===== src/rtl/alu_module.sv =====
// Registered 8-bit ALU: decodes the opcode, computes the result and status
// flags combinationally, and captures them on the next rising clock edge.

package alu_pkg;

  // Opcode encoding shared with the control unit.
  typedef enum logic [3:0] {
    OP_NOP  = 4'd0,
    OP_ADD  = 4'd1,
    OP_SUB  = 4'd2,
    OP_AND  = 4'd3,
    OP_OR   = 4'd4,
    OP_LS   = 4'd5,
    OP_RS   = 4'd6,
    OP_XOR  = 4'd7,
    OP_NOT  = 4'd8,
    OP_PASS = 4'd9
  } alu_op_e;

endpackage

module alu_module
  import alu_pkg::*;
#(
  parameter int opsize   = 4,
  parameter int aluwidth = 8
) (
  input  logic                clk,
  input  logic                reset,
  input  logic [opsize-1:0]   opcode,
  input  logic [aluwidth-1:0] in1,
  input  logic [aluwidth-1:0] in2,
  output logic [aluwidth-1:0] out,
  output logic                carry,
  output logic                zero,
  output logic                negative,
  output logic                overflow
);

  localparam int msb = aluwidth - 1;

  typedef struct packed {
    logic [aluwidth-1:0] value;
    logic                carry;
    logic                overflow;
  } alu_res_t;

  alu_res_t          res;
  logic              load;
  logic [aluwidth:0] sum;
  logic [aluwidth:0] diff;
  logic [aluwidth:0] lsh;
  logic [aluwidth:0] rsh;

  // One extra bit catches the carry/borrow; wide shift amounts drain to zero.
  assign sum  = {1'b0, in1} + {1'b0, in2};
  assign diff = {1'b0, in1} - {1'b0, in2};
  assign lsh  = {1'b0, in1} << in2;
  assign rsh  = {in1, 1'b0} >> in2;

  always_comb begin
    // NOTE: every signal gets a default before the case so no latch is inferred.
    res  = '0;
    load = 1'b1;
    case (opcode)
      opsize'(OP_ADD): begin
        res.value    = sum[msb:0];
        res.carry    = sum[aluwidth];
        res.overflow = (in1[msb] == in2[msb]) && (sum[msb] != in1[msb]);
      end
      opsize'(OP_SUB): begin
        res.value    = diff[msb:0];
        res.carry    = diff[aluwidth];
        res.overflow = (in1[msb] != in2[msb]) && (diff[msb] != in1[msb]);
      end
      opsize'(OP_AND):  res.value = in1 & in2;
      opsize'(OP_OR):   res.value = in1 | in2;
      opsize'(OP_XOR):  res.value = in1 ^ in2;
      opsize'(OP_NOT):  res.value = ~in1;
      opsize'(OP_PASS): res.value = in1;
      opsize'(OP_LS): begin
        res.value = lsh[msb:0];
        res.carry = lsh[aluwidth];
      end
      opsize'(OP_RS): begin
        res.value = rsh[aluwidth:1];
        res.carry = rsh[0];
      end
      default: load = 1'b0;  // NOP and reserved codes hold state
    endcase
  end

  // NOTE: state registers use non-blocking assignments only.
  always_ff @(posedge clk or posedge reset) begin
    if (reset) begin
      out      <= '0;
      carry    <= 1'b0;
      zero     <= 1'b1;
      negative <= 1'b0;
      overflow <= 1'b0;
    end else if (load) begin
      out      <= res.value;
      carry    <= res.carry;
      zero     <= (res.value == '0);
      negative <= res.value[msb];
      overflow <= res.overflow;
    end
  end

endmodule


===== config.mk =====
export PLATFORM = sky130hd
export DESIGN_NAME = alu_module
export DESIGN_NICKNAME = d
export VERILOG_FILES = /design/src/rtl/alu_module.sv
export SDC_FILE = /design/constraint.sdc
export NUM_CORES = 1
export LEC_CHECK = 0
export BUFFER_PORTS_ARGS = -buffer_cell sky130_fd_sc_hd__buf_2
export CAP_MARGIN = 20
export CORE_MARGIN = 5
export CORE_UTILIZATION = 60
export DETAILED_ROUTE_END_ITERATION = 10
export PLACE_DENSITY = 0.83
export SLEW_MARGIN = 20
export SYNTH_ARGS = -nofsm -noshare
export SYNTH_HDL_FRONTEND = slang
export SYNTH_SLANG_ARGS = --single-unit

===== constraint.sdc =====
create_clock -name clk -period 0.85 [get_ports clk]
set_input_delay 0.17 -clock clk [delete_from_list [all_inputs] [get_ports clk]]
set_output_delay 0.17 -clock clk [all_outputs]
set_load 0.01 [all_outputs]

Yosys cells after proc, flatten, opt, wreduce, memory -nomap -nowiden
Index checks and enable logic that the tools add are counted.

storage, ports and cells
  bits in registers = 12
  output and inout bits = 12
  logic and storage cells = 34

operators by class
  add/sub/neg operators = 2
  equality and inequality tests = 13
  shift-type cells = 2
  mux-type cells = 4
  bitwise logic cells = 4
  reductions and logical operators = 4

operator list
  cell                  number
  $pmux W8 S9           1
  $eq A4 B3 Y1 const B  4
  $add A8 B8 Y9         1
  $reduce_or A9 Y1      1
  $shl A8 B8 Y9         1
  $shr A9 B8 Y9         1
  $sub A8 B8 Y9         1
  $and A8 B8 Y8         1
  $eq A4 B2 Y1 const B  2
  $eq A4 B4 Y1 const B  2
  $logic_not A8 Y1      1
  $not A8 Y8            1
  $or A8 B8 Y8          1
  $xor A8 B8 Y8         1
  $eq A4 B1 Y1 const B  1
  $pmux W1 S4           1
  $ne A1 B1 Y1          3
  $logic_and A1 B1 Y1   2
  $pmux W1 S2           1
  $eq A1 B1 Y1          1
  $mux W1               1

Logic depth before layout (Yosys ltp)
Gate-level depths: netlist of the first run.

  word-level depth = 4
  depth in mapped cells = 12
  mapped depth without buffers = 11

Worst setup path after synthesis of the first run
Ideal clock, no wire load.

  path type = input to register
  start = in in2[1]
  end = reg zero
  setup time = 86 ps
  data arrival time = 2161 ps
  slack = -1397 ps
  cell stages on the path = 11
  path buffers = 2
  cell sequence = buf_6 > buf_2 > inv_1 > ha_1 > a21oi_1 > o2111ai_1 > nor2_1 > or3_1 > a211oi_1 > nand4_2 > o31ai_2

on the way
  cells in the longest elaborated chain, start to end = 3
  elaborated cells between the ends (all ways) = 9

ends and longest elaborated chain
  what                                         line  source
  start, declared                              32    input logic [aluwidth-1:0] in2,
  $sub A8 B8 Y9, or another cell as far along  57    assign diff = {1'b0, in1} - {1'b0, in2};
  $pmux W8 S9 *                                65    case (opcode)
  $logic_not A8 Y1 *                           104   zero <= (res.value == '0);
  end signal, assigned                         104
  end, declared                                35    output logic zero,

Mark *: on every way between the ends. The rest lies on a longest branch, timed or not.
A chain may end at the register's enable or synchronous reset.

Worst setup path in the final report of the first run
  start = in in1[0]
  end = reg zero

on the way
  cells in the longest elaborated chain, start to end = 3
  elaborated cells between the ends (all ways) = 10

ends and longest elaborated chain
  what                                         line  source
  start, declared                              31    input logic [aluwidth-1:0] in1,
  $sub A8 B8 Y9, or another cell as far along  57
  $pmux W8 S9 *                                65
  $logic_not A8 Y1 *                           104

Marked as above.

==> reports/qor.yml, run 1 <==
rsz0062_at_grt: "yes"
synth_edf_count: 0
synth_top_cell_area_share_pct: 11.14
grt_pass1_vias: 3452
finalWorstSetupSlack_ns: -1.296
ys_async_sr_fraction_pct: 100.0
yosysUniqueCellTypes: 68
worstSetupEndpointType: "flop"
timing_hold_violations_final: 0
yosys_warnings: 0
worst_pin_slew_ns: 0.8582
maxCapViolCount: 0
reg2reg_from: "carry"
portBuffers: 33
place_congestion: 1.056
cts_root_buffer: "clkbuf_8"
clock-sinks: 11
overflow: 0
synth-seq-cells: 11
drive_gt1_share_pct: 55.97
seq_area_frac_synth_pct: 10.26
drt.antenna.violating_nets: 0
post-route-min-period_ns: 2.146
violations: "DRC, setup timing"
first_iter_violations: 867
syn_area_sq_um: 2695
status: "finished, violations left"
cts_tree: "yes"
clockBufferDepth: 2
rr_endpoint: "carry"
cts_made_buffers: 3
antenna_cells: 0
setup.worst_path.class: "in -> reg"
ff2ff_setup_slack_ns: -0.11
worst_skew_pair.late_latency_ns: 0.24
min_path_type: "in -> async"
nets: 510
start_kind: "input port"
die_width_microns: 77.02
grt_max_degree: 13
yosysTopAreaCell: "ha_1"
num_vias: 4046
final_cell_mix: "118 x buf_4, 26 x nand2_1, 25 x buf_2"
slew_violations: 0
synthesis.nets: 375
crit_family: "compound AO/OA/AOI/OAI gates"
irDropWorstVdd_uv: 506.0
clock.fmax_mhz: 466.0
total_power_w: 0.003910
synthCells: 327
fin_skew_ns: 0
antenna_found_initial: 0
power.leakage_nw: 1.822
vias_per_cell: 7.887
crit_buf_inv: 3
cp_cell_sequence: "buf_12, buf_4, buf_6, mux4_2, and3_4, nor2_1, a31oi_1, a21oi_1, o21ai_1, o31ai_2"
cp_slowest_stage_delay_ns: 0.52
drt_pass1_iterations: 11
track_usage_pct: 34.11
io_pins: 34
reg2reg_depth: 3
core_sq_um: 4354
clk_pin_slew_ns: 0.05
dieArea_sq_um: 5932
crit_slowest_cell: "mux4_2"
wirelength_microns: 14740
relSlewSlack_pct: 42.66
place_ws_ns: -1.495
grt_pass1_wl_microns: 16780
power_density_nw_per_um2: 951.0
cp.required_ns: 1.01
syn_avg_cell_area_sq_um: 8.242
setup_viol: 23
drc: 26
htreeDepth: 1
arrival_ns: 2.30
die_y_microns: 77.02
fin_crit_sh_pct: 252.5
wl_per_cell_microns: 28.74
mostFrequentLayoutCell: "buf_4"
areaGrowthSynthToFinish_pct: 52.55
path_max_fanout: 5
tns_ns: -13.38
rows: 24
synth_flop_cell: "dfrtp_1"
netlist_top_cells_area: "ha_1 11%, dfrtp_1 9.3%, mux4_2 6.7%"
hpwl_microns: 7342
initial_utilization_pct: 61.90
metrics by stage:
stage	hold WS [ns]	instance area, sq um	util [%]	std cells
2_1_floorplan	0.02172	2885	-	327
3_3_place_gp	0.1635	3591	82.47	489
3_5_place_dp	0.1727	3591	82.47	489
4_1_cts	0.4686	3855	88.53	505
5_1_grt	0.4686	4111	94.43	513
6_report	0.4333	4111	94.43	513
repair_timing:
action,in CTS,in global routing
hold buffers,1,0
pin swaps,22,38
setup buffers,11,8
endpoints found under the hold margin,10,0
resized for setup,32,48
setup endpoints to repair,23,34
state kept, by name, summed over array words and instances, names as in the netlist:
name      flops
out           8
carry         1
zero          1
overflow      1
tightest hold or removal path, stage by stage:
cell           delay, ns
dlygate4sd3_1       0.54
buf_2               0.14
clkinvlp_4          0.19
per-layer routing:
metal / up-vias / share of wire, % / wire length, microns / global-route usage, %
met5: - / 0 / 0 / 0
met4: 0 / 12 / 1819 / 16.15
met1: 1775 / 32 / 4659 / 42.28
met3: 225 / 16 / 2317 / 6.206
li1: 1474 / - / - / -
met2: 572 / 40 / 5947 / 56.79
report_power, final:
part           leakage [nW]  internal, W  switching [W]
clock                0.0228     0.000330       0.000203
sequential            0.130     0.000608      0.0000567
combinational          1.67      0.00126        0.00146
total                  1.82      0.00219        0.00172
final cells by class:
cell class	count	area [sq um]
Tap cell	52	65.06
Multi-Input combinational cell	256	2326
Sequential cell	11	276.5
Fill cell	122	242.7
Inverter	30	141.4
Timing Repair Buffer	160	1257
Clock buffer	4	45.04
cell usage after synthesis (7+ instances only):
master,n
nor3_1,7
a31oi_1,7
xnor2_1,8
a21oi_1,22
inv_1,29
dfrtp_1,10
a221oi_1,8
ha_1,24
nand2_1,29
o21ai_0,9
nor2_1,22
o211ai_1,7
nand3_1,15
mux4_2,8
buf_6,10
logic make-up after synthesis:
| logic type | count (synthesis) | share of synthesized area [%] |
|---|---|---|
| buffers and inverters | 60 | 15.74 |
| adder cells (fa/ha/maj) | 26 | 12.63 |
| AO/OA/AOI/OAI | 97 | 25.58 |
| multiplexers | 16 | 11.10 |
| flip-flops | 11 | 10.26 |
| XOR/XNOR | 9 | 2.925 |
| AND/OR/NAND/NOR | 108 | 21.77 |
how the worst max path moves through the flow:
stage / start / endpoint / cells after the start / slack, ns
6_report: in1[0] / zero / 10 / -1.30
5_1_grt: in1[1] / out[3] / 11 / -1.42
2_1_floorplan: in1[4] / zero / 11 / -1.19
3_3_place_gp: in1[0] / zero / 10 / -1.33
3_5_place_dp: in1[0] / zero / 12 / -1.49
4_1_cts: in1[0] / zero / 12 / -1.13
No activity file was read; power rests on OpenSTA's default activity.
==> inputs of run 2 (changes only) <==
CORE_MARGIN = default   (was 5)
==> reports/qor.yml, run 2 <==
status: "aborted with a tool error"
failed_stage: "global routing"
error: "[ERROR GRT-0232] Routing congestion too high. Check the congestion heatmap in the GUI."
synth_edf_count: 0  # unchanged
grt_max_degree: 13
htreeDepth: 1  # unchanged
cts_root_buffer: "clkbuf_8"
overflow: 462
yosysTopAreaCell: "ha_1"
syn_area_sq_um: 2695  # unchanged
clock-sinks: 11  # unchanged
synthTopCellsByCount: "29 x inv_1, 29 x nand2_1, 24 x ha_1"
synth-seq-cells: 11  # unchanged
portBuffers: 33  # unchanged
io_pins: 34  # unchanged
rows: 24  # unchanged
initial_utilization_pct: 62.33  # +0.43 points
synthesis.nets: 375  # unchanged
seq_area_frac_synth_pct: 10.26  # unchanged
syn_avg_cell_area_sq_um: 8.242  # unchanged
hpwl_microns: 7273  # -0.93%
die_y_microns: 69.02  # -10%
cts_made_buffers: 3  # unchanged
yosys_warnings: 0  # unchanged
yosysUniqueCellTypes: 68  # unchanged
die_width_microns: 69.02  # -10%
place_congestion: 1.067  # +1.1%
ys_async_sr_fraction_pct: 100.0  # unchanged
synth_top_cell_area_share_pct: 11.14  # unchanged
track_usage_pct: 100.6
synthCells: 327  # unchanged
clockBufferDepth: 2  # unchanged
netlist_top_cells_area: "ha_1 11%, dfrtp_1 9.3%, mux4_2 6.7%"
synth_flop_cell: "dfrtp_1"
endpoint_type: "sequential cell input"
grt-worst-endpoint: "zero$_DFFE_PP1P_/D"
==> run 2: cell counts after synthesis <==
Identical to the previous run, type by type.
==> run 2: timing repair <==
item                                    CTS
gates resized for setup                  38
hold buffers                              1
endpoints found under the setup margin   23
setup buffers                            16
pin swaps                                23
hold endpoints to repair                 10
==> run 2: layer usage <==
layer	global-route usage, %	overflow
met1	90.98	2
met2	131.0	325
met3	70.91	2
met4	121.8	133
met5	28.89	0
==> run 2: cells by family after synthesis <==
logic type	after synthesis	synth area share [%]
AO/OA/AOI/OAI	97	25.58
XOR/XNOR	9	2.925
multiplexers	16	11.10
flip-flops	11	10.26
adder cells (fa/ha/maj)	26	12.63
AND/OR/NAND/NOR	108	21.77
buffers and inverters	60	15.74
==> run 2: through the flow <==
step           cell area [sq um]  instances  setup slack (ns)
3_5_place_dp                3621        493            -1.506
2_1_floorplan               2885        327            -1.188
3_3_place_gp                3621        493            -1.366
4_1_cts                     3918        512            -1.099
==> inputs of run 3 (changes only) <==
CORE_UTILIZATION = 40   (was 60)
PLACE_DENSITY = default   (was 0.83)
PLACE_DENSITY_LB_ADDON = 0.15   (was default)
==> reports/qor.yml, run 3 (synthesis results as in run 1) <==
status: "finished, violations left"
violations: "DRC, setup timing"
place_ws_ns: -1.427  # +0.07888 ns
clock-sinks: 11  # unchanged
dieArea_sq_um: 7070
track_usage_pct: 27.80
cts_root_buffer: "clkbuf_8"
core_sq_um: 6422
hpwl_microns: 7452  # +2.5%
drt_pass1_iterations: 7
clockBufferDepth: 2  # unchanged
power.leakage_nw: 1.937
areaGrowthSynthToFinish_pct: 64.30
die_y_microns: 84.09  # +22%
start_kind: "input port"
min_path_type: "in -> async"
antenna_cells: 0
fin_skew_ns: 0
cts_tree: "yes"
antenna_found_initial: 0
relSlewSlack_pct: 40.16
cp_slowest_stage_delay_ns: 0.36
num_vias: 3122
overflow: 0
fin_crit_sh_pct: 223.0
timing_hold_violations_final: 0
largest_register_ffs: 8
clk_pin_slew_ns: 0.05
cp_cell_sequence: "buf_12, inv_8, ha_4, inv_2, fa_2, or3b_2, a211o_1, o211ai_1, a221oi_2, and3_1, nand3_2, o31ai_2"
clock.fmax_mhz: 527.5
top_register: "out"
wirelength_microns: 9615
cts_made_buffers: 3  # unchanged
post-route-min-period_ns: 1.896
grt_max_degree: 15
initial_utilization_pct: 41.96  # -20 points
htreeDepth: 1  # unchanged
drc: 11
finalWorstSetupSlack_ns: -1.046
maxCapViolCount: 0
utilization_pct: 68.95
cp.required_ns: 1.00
rows: 29  # +21%
crit_slowest_cell: "fa_2"
path_max_fanout: 4
die_width_microns: 84.09  # +22%
setup.worst_path.class: "in -> reg"
drive_gt1_share_pct: 59.41
vias_per_cell: 5.676
power_density_nw_per_um2: 831.2
worstSetupEndpointType: "flop"
portBuffers: 33  # unchanged
first_iter_violations: 177
rsz0062_at_grt: "yes"
nets: 522
irDropWorstVdd_uv: 413.8
place_congestion: 0.9764  # -8.5%
io_pins: 34  # unchanged
worst_pin_slew_ns: 0.8957
setup_viol: 23
grt_pass1_wl_microns: 15680
drt.antenna.violating_nets: 0
final_cell_mix: "127 x buf_4, 25 x nand2_1, 22 x buf_2"
worst_skew_pair.late_latency_ns: 0.23
wl_per_cell_microns: 17.48
arrival_ns: 2.04
slew_violations: 0
mostFrequentLayoutCell: "buf_4"
grt_pass1_vias: 3121
run 3: layout make-up:
type | count | area [sq um]
inverters | 30 | 151.4
fillers | 538 | 1994
well taps | 77 | 96.34
flip-flops and latches | 11 | 276.5
multi-input cells | 256 | 2437
clock buffers | 4 | 45.04
repair buffers | 172 | 1421
run 3: stage by stage:
| stage | cell area, sq um | TNS, ns | hold WS [ns] | std cells | power [W] |
|---|---|---|---|---|---|
| global route | 4428 | -11.38 | 0.4467 | 550 | 0.003924 |
| finish | 4428 | -10.35 | 0.4254 | 550 | 0.003681 |
| detailed placement | 3705 | -13.63 | 0.1754 | 520 | 0.002646 |
| global placement | 3705 | -13.29 | 0.1693 | 520 | 0.002625 |
| CTS | 4274 | -10.36 | 0.4762 | 545 | 0.003533 |
| floorplan | 2885 | -9.606 | 0.02172 | 327 | 0.001876 |
run 3: what timing repair did:
item | CTS | global route
setup buffers | 23 | 6
setup endpoints to repair | 23 | 24
gates cloned | 0 | 1
resized for setup | 84 | 23
pin swaps | 44 | 23
hold endpoints to repair | 10 | 0
hold buffers | 1 | 0
run 3: where the power goes:
part	switching (W)	internal [W]	total [W]
combinational	0.00119	0.00135	0.00254
clock	0.000170	0.000327	0.000497
sequential	0.0000385	0.000608	0.000647
run 3: worst paths after layout:
kind | from | end | slack (ns) | depth (start not counted)
setup reg to reg | overflow | overflow | 0.01 | 4
setup / recovery | in1[0] | zero | -1.05 | 12
hold / removal | reset | out[0] | 0.43 | 3
hold reg to reg | out[3] | out[3] | 0.48 | 2
max in group asynchronous | reset | zero | 0.18 | 3
min in group clk | out[3] | out[3] | 0.48 | 2
run 3: critical path: cells and delay by family:
kind                     cells  cell delay (ns)
AO/OA/AOI/OAI                4             0.69
AND/OR/NAND/NOR              3             0.49
adder cells (fa/ha/maj)      2             0.49
buffers and inverters        3             0.19
run 3: per-layer routing:
metal / global-route usage (%) / routed length (microns) / share of wire [%]
met3: 2.770 / 448 / 4.7
met4: 7.367 / 212 / 2.2
met1: 36.22 / 4187 / 44
met2: 48.73 / 4767 / 50
met5: 0 / 0 / 0
==> inputs of run 4 (changes only) <==
CELL_PAD_IN_SITES_DETAIL_PLACEMENT = 0   (was default)
CELL_PAD_IN_SITES_GLOBAL_PLACEMENT = 1   (was default)
==> reports/qor.yml, run 4 (synthesis results as in run 1) <==
clock-sinks: 11  # unchanged
core_sq_um: 6422  # unchanged
crit_family: "compound AO/OA/AOI/OAI gates"
cp.required_ns: 1.01  # about the same
drt_pass1_iterations: 8  # +1
place_ws_ns: -1.499  # -0.07147 ns
irDropWorstVdd_uv: 632.2  # +53%
cp_slowest_stage_delay_ns: 0.39  # +0.03 ns
power.leakage_nw: 1.893  # -2.3%
fin_crit_sh_pct: 224.5  # +1.5 points
seqCellArea_sq_um: 276.5  # unchanged
dp.cells: 519  # -0.19%
reg2reg_from: "carry"
relSlewSlack_pct: 48.18  # +8.0 points
io_pins: 34  # unchanged
tns_ns: -10.81  # -0.4581 ns
crit_slowest_cell: "fa_2"
drc: 4  # -7
drive_gt1_share_pct: 58.19  # -1.2 points
place_congestion: 1.015  # +3.9%
start_kind: "input port"
wl_per_cell_microns: 17.97  # +2.8%
first_iter_violations: 174  # -1.7%
total_power_w: 0.003683  # about the same
mostFrequentLayoutCell: "buf_4"
clockBufferDepth: 2  # unchanged
antenna_found_initial: 0  # unchanged
areaGrowthSynthToFinish_pct: 61.42
worst_skew_pair.late_latency_ns: 0.24  # about the same
nets: 513  # -1.7%
crit_buf_inv: 1  # -2
min_path_type: "in -> async"
dieArea_sq_um: 7070  # unchanged
fin_cells: 541  # -1.6%
cp_cell_sequence: "buf_12, ha_4, fa_2, a21oi_2, o21bai_1, a221o_1, a211oi_2, nand3_2, o31ai_2"
arrival_ns: 2.07  # +0.03 ns
startpoint: "in2[0]"
rows: 29  # unchanged
final_cell_mix: "111 x buf_4, 27 x nand2_1, 21 x buf_2"
maxCapViolCount: 0  # unchanged
cts_root_buffer: "clkbuf_8"
worst_pin_slew_ns: 0.7756  # -0.1201 ns
cts_made_buffers: 3  # unchanged
worstSetupEndpointType: "flop"
initial_utilization_pct: 41.96  # unchanged
drt.antenna.violating_nets: 0  # unchanged
setup.worst_path.class: "in -> reg"
antenna_cells: 0  # unchanged
clock.fmax_mhz: 524.0  # -0.67%
grt_pass1_vias: 3160  # +1.2%
clk_pin_slew_ns: 0.05  # about the same
slew_violations: 0  # unchanged
fin_skew_ns: 0  # unchanged
vias_per_cell: 5.699  # +0.39%
track_usage_pct: 27.82  # about the same
wirelength_microns: 9723  # +1.1%
path_max_fanout: 4  # unchanged
die_y_microns: 84.09  # unchanged
cts_tree: "yes"
hpwl_microns: 7656  # +2.7%
status: "finished, violations left"
largest_register_ffs: 8  # unchanged
rsz0062_at_grt: "yes"
die_width_microns: 84.09  # unchanged
grt_max_degree: 13  # -2
finalWorstSetupSlack_ns: -1.059  # -0.01287 ns
setup_viol: 23  # unchanged
violations: "DRC, setup timing"
portBuffers: 33  # unchanged
post-route-min-period_ns: 1.909  # +0.01287 ns
multi_input_area_sq_um: 2402  # -1.4%
top_register: "out"
power_density_nw_per_um2: 846.6  # +1.9%
timing_hold_violations_final: 0  # unchanged
num_vias: 3083  # -1.2%
overflow: 0  # unchanged
htreeDepth: 1  # unchanged
fill_cells: 538  # unchanged
grt_pass1_wl_microns: 15620  # -0.40%
## run 4: through the flow
stage | hold slack [ns] | cell area [sq um] | utilization (%)
floorplan | 0.02172 | 2885 | -
detailed placement | 0.1815 | 3685 | 57.37
CTS | 0.4172 | 4185 | 65.17
global route | 0.4577 | 4350 | 67.74
finish | 0.4308 | 4350 | 67.74
global placement | 0.1803 | 3685 | 57.37
## run 4: repair_timing
action                     in CTS  in global routing
setup buffers                  11                 11
pin swaps                      35                 26
hold endpoints to repair       10                  0
setup endpoints to repair      23                 34
hold buffers                    1                  0
resized for setup              88                 27
## run 4: worst paths after layout
check                          to  slack (ns)  depth (start not counted)
setup / recovery             zero       -1.06                          9
max in group asynchronous    zero        0.17                          3
hold / removal             out[7]        0.43                          3
setup reg to reg            carry        0.01                          3
min in group clk            carry        0.43                          5
hold reg to reg            out[5]        0.48                          2
## run 4: layout make-up
| type | instances | share of cell area (%) |
|---|---|---|
| clock buffer | 4 | 1.035 |
| inverter | 30 | 3.422 |
| multi-input combinational | 256 | 55.22 |
| sequential | 11 | 6.356 |
| tap | 77 | 2.215 |
| timing repair buffer | 163 | 31.75 |
## run 4: per-layer routing
metal / GRT usage [%] / routed length (microns) / vias to the layer above
met4: 3.762 / 126 / 0
met3: 4.154 / 566 / 16
met5: 0 / 0 / -
li1: - / - / 1485
met2: 48.06 / 4788 / 108
met1: 37.41 / 4241 / 1474
## run 4: worst reg2reg max path, delay by kind of cell, from the launching register on
kind	cells	cell delay (ns)
buffers and inverters	1	0.14
AO/OA/AOI/OAI	2	0.20
flip-flops	1	0.37
## run 4: where the power goes
group / switching [W] / internal [W] / total, W
Sequential: 0.0000415 / 0.000608 / 0.000649
Combinational: 0.00119 / 0.00131 / 0.00251
Clock: 0.000195 / 0.000329 / 0.000525
